## config.mk

```make
export PLATFORM = sky130hd
export DESIGN_NAME = raymarch_scheduler
export DESIGN_NICKNAME = d
export VERILOG_FILES = /design/src/rtl/raymarch_pkg.sv /design/src/rtl/rm_rr_arbiter.sv /design/src/rtl/raymarch_scheduler.sv
export SDC_FILE = /design/constraint.sdc
export NUM_CORES = 1
export LEC_CHECK = 0
export ABC_CLOCK_PERIOD_IN_PS = 6800
export CORE_AREA = 4 4 118 120
export CTS_CLUSTER_DIAMETER = 100
export DETAILED_ROUTE_END_ITERATION = 6
export DIE_AREA = 0 0 122 124
export PLACE_DENSITY = 0.88
export RECOVER_POWER = 100
export REMOVE_ABC_BUFFERS = 1
export SKIP_LAST_GASP = 1
export SLEW_MARGIN = 25
export SYNTH_ARGS = -nofsm -noshare
export SYNTH_HDL_FRONTEND = slang
export SYNTH_SLANG_ARGS = --single-unit
```

## constraint.sdc

```tcl
create_clock -name clk -period 6.8 [get_ports clk]
set_input_delay 1.02 -clock clk [delete_from_list [all_inputs] [get_ports clk]]
set_output_delay 1.02 -clock clk [all_outputs]
set_load 0.005 [all_outputs]
```

## src/rtl/raymarch_pkg.sv

```systemverilog
// Shared constants and types for the raymarch frame scheduler.
package raymarch_pkg;

  localparam int unsigned CORDW     = 10;
  localparam int unsigned COLOR_W   = 10;
  localparam int unsigned H_RES_DEF = 640;
  localparam int unsigned V_RES_DEF = 480;

  typedef enum logic [1:0] {
    IDLE,
    DISPATCH,
    DRAIN,
    DONE
  } sched_state_t;

endpackage

```

## src/rtl/rm_rr_arbiter.sv

```systemverilog
// Round-robin arbiter: one-hot grant over req, starting at a registered pointer
// that moves past the granted index when advance is high.
module rm_rr_arbiter #(
  parameter int unsigned N = 4
) (
  input  logic         clk,
  input  logic         reset,
  input  logic [N-1:0] req,
  input  logic         advance,
  output logic [N-1:0] gnt
);

  localparam int unsigned PW = (N > 1) ? $clog2(N) : 1;

  logic [PW-1:0] ptr;
  logic [PW-1:0] ptr_next;
  logic [PW-1:0] idx;
  logic          found;

  // First requester at or after ptr, wrapping
  always_comb begin
    gnt      = '0;
    ptr_next = ptr;
    idx      = '0;
    found    = 1'b0;
    for (int unsigned i = 0; i < N; i++) begin
      idx = PW'((32'(ptr) + i) % N);
      if (!found && req[idx]) begin
        found    = 1'b1;
        gnt[idx] = 1'b1;
        ptr_next = (32'(idx) == N - 1) ? '0 : idx + PW'(1);
      end
    end
  end

  always_ff @(posedge clk) begin
    if (!reset) begin
      ptr <= '0;
    end else if (advance) begin
      ptr <= ptr_next;
    end
  end

endmodule

```

## src/rtl/raymarch_scheduler.sv

```systemverilog
// Frame sequencer: raster-order pixel dispatch to NUM_CORES cores and result
// arbitration onto one framebuffer write port. Optional RAYMARCH_SCHED_PERF_EN.
module raymarch_scheduler
  import raymarch_pkg::*;
#(
  parameter int unsigned NUM_CORES = 4,
  parameter int unsigned H_RES     = H_RES_DEF,
  parameter int unsigned V_RES     = V_RES_DEF,
  parameter int unsigned CORDW     = raymarch_pkg::CORDW,
  parameter int unsigned COLOR_W   = raymarch_pkg::COLOR_W,
  parameter int unsigned ADDR_W    = 19
) (
  input  logic                         clk,
  input  logic                         reset,
  input  logic                         start,
  output logic                         busy,
  output logic                         frame_done,
  output logic [NUM_CORES-1:0]         disp_valid,
  input  logic [NUM_CORES-1:0]         disp_ready,
  output logic [CORDW-1:0]             disp_x,
  output logic [CORDW-1:0]             disp_y,
  input  logic [NUM_CORES-1:0]         res_valid,
  output logic [NUM_CORES-1:0]         res_ready,
  input  logic [NUM_CORES*CORDW-1:0]   res_x,
  input  logic [NUM_CORES*CORDW-1:0]   res_y,
  input  logic [NUM_CORES*COLOR_W-1:0] res_color,
  output logic                         fb_we,
  output logic [ADDR_W-1:0]            fb_addr,
  output logic [COLOR_W-1:0]           fb_data,
  output logic [31:0]                  frame_cycles
);

  sched_state_t         state, state_next;
  logic [NUM_CORES-1:0] core_busy;
  logic [NUM_CORES-1:0] offer_req;
  logic [NUM_CORES-1:0] disp_pick;
  logic [NUM_CORES-1:0] res_gnt;
  logic                 hs;
  logic                 last_pix;
  logic                 accept;
  logic [CORDW-1:0]     sel_x, sel_y;
  logic [COLOR_W-1:0]   sel_col;
  logic [ADDR_W-1:0]    addr_c;

  assign hs       = |(disp_valid & disp_ready);
  assign last_pix = (disp_x == CORDW'(H_RES - 1)) && (disp_y == CORDW'(V_RES - 1));

  // New offer only when nothing is pending or the pending one completes now
  assign offer_req = (state == DISPATCH && (disp_valid == '0 || (hs && !last_pix)))
                   ? (~core_busy & ~disp_valid) : '0;

  rm_rr_arbiter #(.N(NUM_CORES)) u_disp_arb (
    .clk     (clk),
    .reset   (reset),
    .req     (offer_req),
    .advance (|disp_pick),
    .gnt     (disp_pick)
  );

  rm_rr_arbiter #(.N(NUM_CORES)) u_res_arb (
    .clk     (clk),
    .reset   (reset),
    .req     (res_valid),
    .advance (accept),
    .gnt     (res_gnt)
  );

  assign res_ready = res_gnt;
  assign accept    = |res_gnt;

  always_comb begin
    state_next = state;
    case (state)
      IDLE:     if (start) state_next = DISPATCH;
      DISPATCH: if (hs && last_pix) state_next = DRAIN;
      DRAIN:    if (core_busy == '0 && !fb_we) state_next = DONE;
      DONE:     state_next = IDLE;
      default:  state_next = IDLE;
    endcase
  end

  always_ff @(posedge clk) begin
    if (!reset) begin
      state      <= IDLE;
      busy       <= 1'b0;
      frame_done <= 1'b0;
    end else begin
      state      <= state_next;
      busy       <= (state_next != IDLE);
      frame_done <= (state_next == DONE);
    end
  end

  // Offer register doubles as the raster pixel counter
  always_ff @(posedge clk) begin
    if (!reset) begin
      disp_valid <= '0;
      disp_x     <= '0;
      disp_y     <= '0;
      core_busy  <= '0;
    end else begin
      if (hs || disp_valid == '0) disp_valid <= disp_pick;
      core_busy <= (core_busy | (disp_valid & disp_ready)) & ~res_gnt;
      if (state == IDLE && start) begin
        disp_x <= '0;
        disp_y <= '0;
      end else if (hs) begin
        if (disp_x == CORDW'(H_RES - 1)) begin
          disp_x <= '0;
          disp_y <= disp_y + CORDW'(1);
        end else begin
          disp_x <= disp_x + CORDW'(1);
        end
      end
    end
  end

  always_comb begin
    sel_x   = '0;
    sel_y   = '0;
    sel_col = '0;
    for (int unsigned c = 0; c < NUM_CORES; c++) begin
      if (res_gnt[c]) begin
        sel_x   |= res_x[c*CORDW +: CORDW];
        sel_y   |= res_y[c*CORDW +: CORDW];
        sel_col |= res_color[c*COLOR_W +: COLOR_W];
      end
    end
  end

  assign addr_c = ADDR_W'(32'(sel_y) * H_RES + 32'(sel_x));

  // Results accepted while idle are consumed but never written
  always_ff @(posedge clk) begin
    if (!reset) begin
      fb_we   <= 1'b0;
      fb_addr <= '0;
      fb_data <= '0;
    end else begin
      fb_we <= accept && (state != IDLE);
      if (accept && state != IDLE) begin
        fb_addr <= addr_c;
        fb_data <= sel_col;
      end
    end
  end

`ifdef RAYMARCH_SCHED_PERF_EN
  always_ff @(posedge clk) begin
    if (!reset) begin
      frame_cycles <= '0;
    end else if (state == IDLE && start) begin
      frame_cycles <= 32'd1;
    end else if (state != IDLE) begin
      frame_cycles <= frame_cycles + 32'd1;
    end
  end
`else
  assign frame_cycles = '0;
`endif

endmodule

```

==> impl_results.rst <==
.. list-table::
   :header-rows: 1

   * - Metric
     - Value
   * - Post-route fraction of the period consumed by the critical path
     - 87.8%
   * - TritonCTS buffer count
     - 9
   * - Post-detail-place hpwl
     - 12.4 mm
   * - Cells along the critical path
     - inv_1 > ha_1 > mux4_2 > inv_1 > and2_0 > a221o_1 > clkbuf_1 > or4_1 > and2_0 > clkbuf_2 > nor2_1 > a311oi_1
   * - Resized Gates After CTS
     - 0
   * - Power per standard cell area
     - 449 nW/um^2
   * - Layout filler cell count
     - 1137
   * - Sequential fraction of the synthesis area
     - 26.2%
   * - Post-CTS Setup Bufs
     - 0
   * - Synthesized instance count
     - 601
   * - Die Footprint
     - 15100 um^2
   * - Final-layout setup total negative slack
     - 0 ps
   * - Critical path peak fanout
     - 48
   * - Crit path max-delay family
     - buffers and inverters
   * - Die outline height
     - 124 um
   * - Instance count after placement with tap cells included
     - 940
   * - Top achievable clock speed
     - 167 MHz
   * - Post-route clock skew
     - 7.55 ps
   * - DRC marker count from the first detailed-route iteration
     - 413
   * - Number of placement rows
     - 42
   * - Highest-delay cell along the critical path
     - sky130_fd_sc_hd__clkbuf_2
   * - Most common flop cell mapped by yosys
     - sky130_fd_sc_hd__dfxtp_1
   * - Count of hold-fix buffers inserted at cts
     - 0
   * - Source of the critical timing path
     - u_res_arb.ptr[0]
   * - Starting Density
     - 38.9%
   * - Max clock buf depth
     - 2
   * - Setup repair after global routing missed its margin
     - false
   * - Signal arrival time at the worst endpoint
     - 6140 ps
   * - Element type at the critical path end
     - register
   * - Max incr delay on CP
     - 970 ps
   * - Pleak
     - 2.87 nW
   * - Via count of the first global-routing pass
     - 5117
   * - Proportion of layout cells with a drive suffix above 1
     - 6.55%
   * - Hold Vio Cnt, Final
     - 0
   * - Minimum clock period
     - 5970 ps
   * - Slew at the pin closest to its max-slew limit
     - 2100 ps
   * - PortBufs
     - 190
   * - Register bit total from synthesis
     - 66
   * - Largest area contributor in the synthesized netlist
     - sky130_fd_sc_hd__dfxtp_1
   * - Source-to-sink clock delay at the later pin of the worst-skew pair
     - 330 ps
   * - Wire length per cell after detailed routing
     - 17.0 um
   * - Cell at the root of the clock tree
     - sky130_fd_sc_hd__clkbuf_16
   * - Top-level port count
     - 223
   * - DRT Pass-1 Iters
     - 7
   * - Final net count
     - 939
   * - Post-synth top area share
     - 26.2%
   * - Worst vdd ir
     - 0.375 mV
   * - Area growth, synth to finish
     - 42.3%
   * - Yosys cell types
     - 64
   * - Sinks on Clock Net
     - 66
   * - Final wirelength
     - 16.3 mm
   * - Routability congestion estimate from global placement
     - 0.929
   * - HP Start
     - fb_addr[11]
   * - Worst slew margin relative to its limit
     - -40.6%
   * - Share of synthesized registers carrying an async set or reset
     - 0%
   * - Worst Hold Class
     - register to register
   * - Avg Vias per Cell
     - 5.46
   * - Required time reported for the critical path endpoint
     - 6970 ps
   * - Number of vias after detailed routing
     - 5219
   * - Worst reg2reg startpoint
     - u_res_arb.ptr[0]
   * - Total inserted antenna cells
     - 0
   * - Status
     - complete, but fails checks
   * - Worst path buffer plus inverter count
     - 4
   * - Leading cell types by total area after synthesis
     - sky130_fd_sc_hd__dfxtp_1, sky130_fd_sc_hd__ha_1, sky130_fd_sc_hd__nor2_1
   * - Number of maximum-capacitance constraint violations
     - 1
   * - Number of nets with antenna violations after routing
     - 0
   * - TritonCTS clock tree
     - done
   * - Wire length of the first global-routing pass
     - 25.4 mm
   * - Number of warning messages in the yosys log
     - 0
   * - Post-synth EDFFs
     - 0
   * - Global router's overall resource usage
     - 20.9%
   * - Final setup vio count
     - 0
   * - X dimension of the die
     - 122 um
   * - Number of antenna violations at the first check in global routing
     - 0
   * - Crit path kind
     - register to register
   * - Number of DRC violations after detailed routing
     - 17
   * - Sum of overflow across all layers after global routing
     - 0
   * - Syn Area/Cell
     - 8.39 um^2
   * - Area of the core
     - 13000 um^2
   * - Pin count of the biggest net entering global routing
     - 49
   * - Number of pins exceeding their max-slew limit in the final report
     - 46
   * - Clock slew at reported path FFs
     - 60 ps
   * - Post-layout instance count excluding filler cells
     - 955
   * - Failing checks
     - design-rule violations, max-capacitance violations, max-slew violations
   * - Deepest level of the CTS H-tree
     - 3
   * - Crit start category
     - register
   * - Netlist Area Pre-Place
     - 5040 um^2
[layout make-up]
type | count | area, um^2 | area share [%]
Multi-Input combinational cell | 481 | 3330 | 46.4
Timing Repair Buffer | 195 | 1930 | 26.9
Sequential cell | 66 | 1320 | 18.4
Clock buffer | 10 | 239 | 3.33
Tap cell | 176 | 220 | 3.07
Inverter | 22 | 83.8 | 1.17
Clock inverter | 5 | 55.1 | 0.767
[metrics by stage]
step                      power (mW)  worst slack (ps)  util, %  cell area (um^2)  hold slack [ps]
after floorplan                 2.12              1420        -              4770              448
after global placement          2.75               993     53.4              6930              442
after detailed placement        2.79               881     53.4              6930              446
after CTS                       3.28              1140     55.7              7230              455
after global routing            3.50               405     55.3              7180              483
final                           3.22               828     55.3              7180              451
[final timing paths]
kind | end | slack (ps) | cells past startpoint
setup / recovery | fb_data[0] | 830 | 12
hold / removal | fb_addr[11] | 450 | 2
setup reg to reg | fb_data[0] | 830 | 12
hold reg to reg | fb_addr[11] | 450 | 2
[layer usage]
| metal | part of all wire [%] | GRT usage, % | vias up |
|---|---|---|---|
| li1 | - | - | 2518 |
| met1 | 41 | 25.1 | 2447 |
| met2 | 49 | 37.3 | 235 |
| met3 | 8.7 | 5.59 | 19 |
| met4 | 1.3 | 4.97 | 0 |
| met5 | 0 | 0 | - |
[cell usage in the layout (no fill, tap or decap), types with 4 or more instances in the layout]
cell type and n:
sky130_fd_sc_hd__a211oi_1 7, sky130_fd_sc_hd__xor2_1 16, sky130_fd_sc_hd__mux4_2 6, sky130_fd_sc_hd__a21oi_1 27
sky130_fd_sc_hd__nor2b_1 8, sky130_fd_sc_hd__and3_1 12, sky130_fd_sc_hd__and4_1 4, sky130_fd_sc_hd__dlygate4sd3_1 59
sky130_fd_sc_hd__nand2_1 70, sky130_fd_sc_hd__a311oi_2 15, sky130_fd_sc_hd__clkbuf_16 9, sky130_fd_sc_hd__inv_1 21
sky130_fd_sc_hd__a222oi_1 28, sky130_fd_sc_hd__conb_1 32, sky130_fd_sc_hd__a221oi_1 5, sky130_fd_sc_hd__a221o_1 4
sky130_fd_sc_hd__mux2i_1 5, sky130_fd_sc_hd__o21a_1 4, sky130_fd_sc_hd__xnor2_1 14, sky130_fd_sc_hd__nand4_1 8
sky130_fd_sc_hd__or3b_1 5, sky130_fd_sc_hd__a31oi_1 4, sky130_fd_sc_hd__dfxtp_1 66, sky130_fd_sc_hd__ha_1 31
sky130_fd_sc_hd__o21ai_0 9, sky130_fd_sc_hd__a211oi_2 4, sky130_fd_sc_hd__nor2_1 75, sky130_fd_sc_hd__nand3_1 11
sky130_fd_sc_hd__nor3_1 15, sky130_fd_sc_hd__nand3b_1 4, sky130_fd_sc_hd__clkdlybuf4s50_1 131, sky130_fd_sc_hd__a22o_1 7
[worst reg2reg max path, stage by stage, from the launching register on]
cell                       delay, ps
sky130_fd_sc_hd__dfxtp_1         560
sky130_fd_sc_hd__inv_1           210
sky130_fd_sc_hd__ha_1            520
sky130_fd_sc_hd__mux4_2          610
sky130_fd_sc_hd__inv_1           100
sky130_fd_sc_hd__and2_0          270
sky130_fd_sc_hd__a221o_1         560
sky130_fd_sc_hd__clkbuf_1        850
sky130_fd_sc_hd__or4_1           360
sky130_fd_sc_hd__and2_0          360
sky130_fd_sc_hd__clkbuf_2        970
sky130_fd_sc_hd__nor2_1          140
sky130_fd_sc_hd__a311oi_1        310
[state kept, by name, indices dropped and copies added (netlist names)]
name	cells
fb_addr	19
disp_x	10
disp_y	10
fb_data	10
core_busy	4
disp_valid	4
state	2
u_disp_arb.ptr	2
u_res_arb.ptr	2
busy	1
fb_we	1
frame_done	1
[report_power, final]
group	internal (mW)	switching, mW	leakage [nW]
Clock	0.290	0.180	0.140
Combinational	0.966	1.24	2.19
Sequential	0.473	0.0703	0.538
[synthesized netlist by cell type (6+ instances only)]
cell	instances
sky130_fd_sc_hd__and3_1	12
sky130_fd_sc_hd__a21oi_1	27
sky130_fd_sc_hd__inv_1	21
sky130_fd_sc_hd__clkbuf_1	23
sky130_fd_sc_hd__buf_4	33
sky130_fd_sc_hd__a311oi_2	17
sky130_fd_sc_hd__a22o_1	7
sky130_fd_sc_hd__nand4_1	8
sky130_fd_sc_hd__nand2_1	70
sky130_fd_sc_hd__nor3_1	15
sky130_fd_sc_hd__a222oi_1	28
sky130_fd_sc_hd__ha_1	31
sky130_fd_sc_hd__xor2_1	16
sky130_fd_sc_hd__nand3_1	11
sky130_fd_sc_hd__mux4_2	6
sky130_fd_sc_hd__a211oi_2	7
sky130_fd_sc_hd__nor2_1	75
sky130_fd_sc_hd__dfxtp_1	66
sky130_fd_sc_hd__xnor2_1	14
sky130_fd_sc_hd__o21ai_0	9
sky130_fd_sc_hd__nor2b_1	8
[cell families (layout without fill, tap and decap cells)]
logic type                 Yosys count  in the layout  synth area share (%)
buffers and inverters               85            232                  9.33
xor gates and xnor gates            30             30                  5.21
DFF                                 66             66                  26.2
other                                1             32                0.0744
adders and majority gates           33             33                  8.48
muxes                               14             14                  4.34
and+or+nand+nor                    234            234                  22.1
AOI/OAI and AO/OA                  138            138                  24.3
Note: power is estimated with default switching activity, not from simulation.
